$ cat src/rtl/asymmetric_fifo_pkg.sv
// -----------------------------------------------------------------------------
// asymmetric_fifo_pkg
// Derived constants shared by the asymmetric FIFO and its RAM:
//   calc_ratio       - lanes per wide entry (WIDTH_IN / WIDTH_OUT)
//   calc_lane_width  - lane select width, never below 1 bit
//   calc_count_width - occupancy counter width (address width + 1)
// -----------------------------------------------------------------------------
package asymmetric_fifo_pkg;

    function automatic int calc_ratio(input int width_in, input int width_out);
        return width_in / width_out;
    endfunction

    function automatic int calc_lane_width(input int ratio);
        return (ratio > 1) ? $clog2(ratio) : 1;
    endfunction

    function automatic int calc_count_width(input int addr_width);
        return addr_width + 1;
    endfunction

endpackage

$ cat src/rtl/asymmetric_distributed_ram.sv
// -----------------------------------------------------------------------------
// asymmetric_distributed_ram
// Wide synchronous write port, narrow asynchronous read port. No reset: the
// contents are don't-care until written.
// Ports:
//   clk     - write clock
//   we      - write enable
//   addr_a  - wide entry address for writes
//   din_a   - wide write word, lane 0 in the LSBs
//   addr_b  - narrow read address {entry, lane}
//   dout_b  - selected lane (combinational)
// -----------------------------------------------------------------------------
module asymmetric_distributed_ram
    import asymmetric_fifo_pkg::*;
#(
    parameter int WIDTH_IN  = 64,
    parameter int WIDTH_OUT = 16,
    parameter int DEPTH     = 32,
    localparam int AW       = $clog2(DEPTH),
    localparam int RATIO    = calc_ratio(WIDTH_IN, WIDTH_OUT),
    localparam int LW       = calc_lane_width(RATIO)
) (
    input  logic                 clk,
    input  logic                 we,
    input  logic [AW-1:0]        addr_a,
    input  logic [WIDTH_IN-1:0]  din_a,
    input  logic [AW+LW-1:0]     addr_b,
    output logic [WIDTH_OUT-1:0] dout_b
);

    // Stored as lanes so the narrow read is a plain two-level index.
    logic [RATIO-1:0][WIDTH_OUT-1:0] mem [DEPTH];

    always_ff @(posedge clk) begin
        if (we) begin
            mem[addr_a] <= din_a;
        end
    end

    assign dout_b = mem[addr_b[AW+LW-1:LW]][addr_b[LW-1:0]];

endmodule

$ cat src/rtl/asymmetric_fifo.sv
// -----------------------------------------------------------------------------
// asymmetric_fifo
// Wide-in / narrow-out FIFO. Each accepted WIDTH_IN word is streamed out as
// RATIO consecutive WIDTH_OUT lanes, LSB lane first, on a valid/ready port
// with a registered output stage.
// Ports:
//   clk, rst_n          - clock, async active-low reset
//   flush               - synchronous clear of pointers, count, output stage
//   wr_en, wr_data      - write request and wide word
//   full, overflow      - no free entry / one-cycle pulse on rejected write
//   wr_count            - occupied wide entries
//   out_data, out_valid - output lane and its valid
//   out_ready           - consumer accepts out_data
// -----------------------------------------------------------------------------
module asymmetric_fifo
    import asymmetric_fifo_pkg::*;
#(
    parameter int WIDTH_IN   = 64,
    parameter int WIDTH_OUT  = 16,
    parameter int DEPTH      = 32,
    parameter int ADDR_WIDTH = $clog2(DEPTH)
) (
    input  logic                  clk,
    input  logic                  rst_n,
    input  logic                  flush,
    input  logic                  wr_en,
    input  logic [WIDTH_IN-1:0]   wr_data,
    output logic                  full,
    output logic                  overflow,
    output logic [ADDR_WIDTH:0]   wr_count,
    output logic [WIDTH_OUT-1:0]  out_data,
    output logic                  out_valid,
    input  logic                  out_ready
);

    localparam int RATIO      = calc_ratio(WIDTH_IN, WIDTH_OUT);
    localparam int LANE_WIDTH = calc_lane_width(RATIO);
    localparam int CNT_WIDTH  = calc_count_width(ADDR_WIDTH);

    logic [ADDR_WIDTH-1:0] wr_ptr_q,   wr_ptr_d;
    logic [ADDR_WIDTH-1:0] rd_entry_q, rd_entry_d;
    logic [LANE_WIDTH-1:0] rd_lane_q,  rd_lane_d;
    logic [CNT_WIDTH-1:0]  cnt_q,      cnt_d;
    logic                  valid_q,    valid_d;
    logic                  ovf_q,      ovf_d;
    logic [WIDTH_OUT-1:0]  data_q,     data_d;

    logic                  full_w;
    logic                  wr_accept;
    logic                  load;
    logic                  last_lane;
    logic                  entry_free;
    logic [WIDTH_OUT-1:0]  ram_lane;

    assign full_w     = (cnt_q == CNT_WIDTH'(DEPTH));
    assign wr_accept  = wr_en && !full_w;
    assign load       = (!valid_q || out_ready) && (cnt_q != '0);
    assign last_lane  = (rd_lane_q == LANE_WIDTH'(RATIO - 1));
    // An entry stays counted until its last lane sits in the output register.
    assign entry_free = load && last_lane;

    asymmetric_distributed_ram #(
        .WIDTH_IN  (WIDTH_IN),
        .WIDTH_OUT (WIDTH_OUT),
        .DEPTH     (DEPTH)
    ) u_ram (
        .clk    (clk),
        .we     (wr_accept && !flush),
        .addr_a (wr_ptr_q),
        .din_a  (wr_data),
        .addr_b ({rd_entry_q, rd_lane_q}),
        .dout_b (ram_lane)
    );

    always_comb begin
        wr_ptr_d   = wr_ptr_q;
        rd_entry_d = rd_entry_q;
        rd_lane_d  = rd_lane_q;
        cnt_d      = cnt_q;
        valid_d    = valid_q;
        ovf_d      = 1'b0;
        data_d     = data_q;

        if (flush) begin
            wr_ptr_d   = '0;
            rd_entry_d = '0;
            rd_lane_d  = '0;
            cnt_d      = '0;
            valid_d    = 1'b0;
            data_d     = '0;
        end else begin
            ovf_d = wr_en && full_w;

            if (wr_accept) begin
                wr_ptr_d = wr_ptr_q + ADDR_WIDTH'(1);
            end

            if (load) begin
                data_d  = ram_lane;
                valid_d = 1'b1;
                if (last_lane) begin
                    rd_lane_d  = '0;
                    rd_entry_d = rd_entry_q + ADDR_WIDTH'(1);
                end else begin
                    rd_lane_d  = rd_lane_q + LANE_WIDTH'(1);
                end
            end else if (valid_q && out_ready) begin
                // Consumer took the last lane and nothing is queued behind it.
                valid_d = 1'b0;
            end

            case ({wr_accept, entry_free})
                2'b10:   cnt_d = cnt_q + CNT_WIDTH'(1);
                2'b01:   cnt_d = cnt_q - CNT_WIDTH'(1);
                default: cnt_d = cnt_q;
            endcase
        end
    end

    always_ff @(posedge clk or negedge rst_n) begin
        if (!rst_n) begin
            wr_ptr_q   <= '0;
            rd_entry_q <= '0;
            rd_lane_q  <= '0;
            cnt_q      <= '0;
            valid_q    <= 1'b0;
            ovf_q      <= 1'b0;
            data_q     <= '0;
        end else begin
            wr_ptr_q   <= wr_ptr_d;
            rd_entry_q <= rd_entry_d;
            rd_lane_q  <= rd_lane_d;
            cnt_q      <= cnt_d;
            valid_q    <= valid_d;
            ovf_q      <= ovf_d;
            data_q     <= data_d;
        end
    end

    assign full      = full_w;
    assign overflow  = ovf_q;
    assign wr_count  = cnt_q;
    assign out_data  = data_q;
    assign out_valid = valid_q;

endmodule

$ cat config.mk
export PLATFORM = sky130hd
export DESIGN_NAME = asymmetric_fifo
export DESIGN_NICKNAME = d
export VERILOG_FILES = /design/src/rtl/asymmetric_fifo_pkg.sv /design/src/rtl/asymmetric_distributed_ram.sv /design/src/rtl/asymmetric_fifo.sv
export SDC_FILE = /design/constraint.sdc
export NUM_CORES = 2
export LEC_CHECK = 0
export CORE_MARGIN = 2
export CORE_UTILIZATION = 30
export CTS_BUF_LIST = sky130_fd_sc_hd__clkbuf_16
export DETAILED_ROUTE_END_ITERATION = 12
export GPL_ROUTABILITY_DRIVEN = 1
export PLACE_DENSITY = 0.56
export SETUP_SLACK_MARGIN = 0.3
export SYNTH_ARGS = -nofsm -noshare
export SYNTH_HDL_FRONTEND = slang
export SYNTH_HIERARCHICAL = 1
export SYNTH_SLANG_ARGS = --single-unit
$ cat constraint.sdc
create_clock -name clk -period 5.4 [get_ports clk]
set_clock_uncertainty 0.1 [all_clocks]
set_input_delay 1.08 -clock clk [delete_from_list [all_inputs] [get_ports clk]]
set_output_delay 1.08 -clock clk [all_outputs]
set_load 0.02 [all_outputs]
==> flow_summary.ini <==
[sta]
setup_viol = 0
finalMaxSlewViolations = 0
finalSetupTns_ns = 0
hold_viol = 0
timing_worst_slew_pin_value_ns = 1.29
rsz0062_at_grt = no
finalWorstSetupSlack_ns = 1.37
finalCriticalPeriod_ns = 4.03
slew_headroom_pct = 13.5
timing.final.crit_share_pct = 74.7
fmax_mhz = 248

[cts]
cts.sinks = 2084
cts_tree = yes
worst_skew_pair.late_latency_ns = 0.86
cts-hold-fix-buffers = 0
clkSlewWorstSetupHoldPaths_ns = 0.06
cts_root_buf = clkbuf_16
cts_inserted_buffers = 206
postCtsSetupBuffers = 0
cts_resized = 0
cts_buffer_depth = 3
htree_levels = 4

[status]
status = completed

[synth]
synth_cell_type_count = 48
async_flop_share_pct = 1.73
synth_fp_nets = 3207
yosysWarnings = 6
synth_area_um2 = 79600
synthCells = 3132
synth_flop_cell = edfxtp_1
syn_area_per_cell_um2 = 25.4
ys_ff_latch = 2084
synth_enable_flop_cells = 2048
yosysSeqAreaShare_pct = 78.4

[route]
drc = 0
via_count = 35300
first_pass_iters = 5
drt-total-wl_um = 202000
drt-wirelength-per-cell_um = 28.4
drtAntennaViolNets = 0
drtIter0Drc = 3580
vias_per_cell = 4.98

[critical_path]
crit_fanout = 12
cp.arrival_ns = 2.85
worst_setup_path_end_kind = output port
cp.required_ns = 4.22
crit_type = register to output port
crit_path_start_kind = register

[floorplan]
rows = 189
die_y_um = 519
initial_core_util_pct = 30.1
boundaryPins = 94
die-area_um2 = 269000
core_area_um2 = 264000
die_w_um = 519

[placement]
placed_cells = 6717
globalplace.congestion = 0.749
place_area_um2 = 85900
hpwlAfterDp_um = 111000
place_worst_setup_slack_ns = 1.09
io_buffer_count = 93

[pwr]
p_leak_nw = 27.1
vdd_ir_drop_max_mv = 0.332
p_per_area_nw_per_um2 = 355

[cells_and_area]
utilization_pct = 34.9
fin_cells = 7100
final_cell_area_um2 = 92300
drive_above_1_share_pct = 32.4
final_cell_mix = edfxtp_1, mux4_2, clkbuf_16
nNetsFinal = 3468
fill_cells = 24300
mostFrequentLayoutCell = edfxtp_1
syn_to_final_growth_pct = 16.0

[global_routing]
antenna_found_initial = 22
grt_pass1_wl_um = 286000
track_usage_pct = 14.8
grt_start_max_net_pins = 94
grt_overflow_total = 0
grt_pass1_vias = 36600

[hold_path]
hold_path_class = input pin to asynchronous set/reset pin

[job]
drv_cap = 0
-- state kept, by name, indices dropped and copies added (netlist names) --
| signal | flops |
|---|---|
| rd_entry_q | 5 |
| wr_ptr_q | 5 |
| wr_count | 6 |
| u_ram/mem | 2048 |
| out_valid | 1 |
| out_data | 16 |
| overflow | 1 |
| rd_lane_q | 2 |
-- logic make-up (layout without fill, tap and decap cells) --
family / after synthesis / count (layout) / synth area share [%]
mux: 693 / 693 / 19.3
xor+xnor: 10 / 10 / 0.120
buf+inv: 165 / 594 / 0.897
flops: 2084 / 2084 / 78.4
fa+ha+maj: 6 / 6 / 0.0944
other cells: 0 / 6 / 0
compound gates: 38 / 38 / 0.326
simple gates: 136 / 136 / 0.804
-- cell usage after synthesis, types with 2 or more instances --
cell type,number,share of area [%]
a211oi_2,2,0.031
a21oi_1,22,0.14
a31oi_1,2,0.016
and2_1,2,0.016
buf_1,16,0.075
buf_2,54,0.34
buf_6,3,0.042
clkbuf_1,88,0.42
dfrtp_1,36,1.1
edfxtp_1,2048,77
ha_1,6,0.094
inv_1,3,0.014
mux2_2,16,0.23
mux2i_1,3,0.038
mux4_2,672,19
nand2_1,41,0.19
nand2b_1,3,0.024
nand3_1,7,0.044
nand3b_1,5,0.047
nand4_1,3,0.024
nor2_1,56,0.26
nor2b_1,5,0.039
nor3_1,2,0.013
o21ai_0,2,0.013
or3_1,3,0.024
or3b_2,3,0.033
xnor2_1,3,0.033
xor2_1,6,0.066
-- final cells by class --
class / instances / area [um2] / share of cell area (%)
inverter: 3 / 11.3 / 0.0122
clock inverter: 169 / 1180 / 1.28
sequential: 2084 / 62400 / 67.6
tap: 3533 / 4420 / 4.79
antenna: 6 / 15.0 / 0.0163
multi-input combinational: 883 / 16700 / 18.1
timing repair buffer: 215 / 2380 / 2.58
clock buffer: 207 / 5180 / 5.61
-- path summary, 6_finish.rpt --
check                      slack, ns          start            end  cells after the start
setup / recovery                1.37    wr_count[1]           full                      3
hold / removal                  0.28          rst_n   out_data[11]                      2
setup reg to reg                1.52  rd_entry_q[0]    out_data[3]                      8
hold reg to reg                 0.43    out_data[3]    out_data[3]                      2
max in group asynchronous       4.37          rst_n  rd_entry_q[0]                      2
min in group clk                0.43    out_data[3]    out_data[3]                      2
-- routing by layer --
layer | track usage (%) | up-vias | wire [um]
met5 | 0 | - | 92
met4 | 3.65 | 16 | 4120
met3 | 2.60 | 247 | 11200
met2 | 24.8 | 964 | 101000
met1 | 20.1 | 19900 | 85300
li1 | - | 14200 | -
-- worst max-delay path, cell delays in order, from the launching register on --
cell and delay (ns):
dfrtp_1 0.54, or4b_4 0.64, nor2_1 0.20, clkdlybuf4s50_1 0.64
-- where the power goes --
part           switching [mW]  total [mW]  internal, mW
clock                    6.08        13.6          7.53
sequential             0.0845        17.9          17.9
combinational           0.729        1.17         0.441
-- stage by stage --
stage	power [mW]	hold WS (ns)
floorplan	18.8	0.422
CTS	33.1	0.256
finish	32.7	0.280
global placement	19.5	0.428
global route	33.7	0.276
detailed placement	19.5	0.428
(Power assumes the default switching activity.)
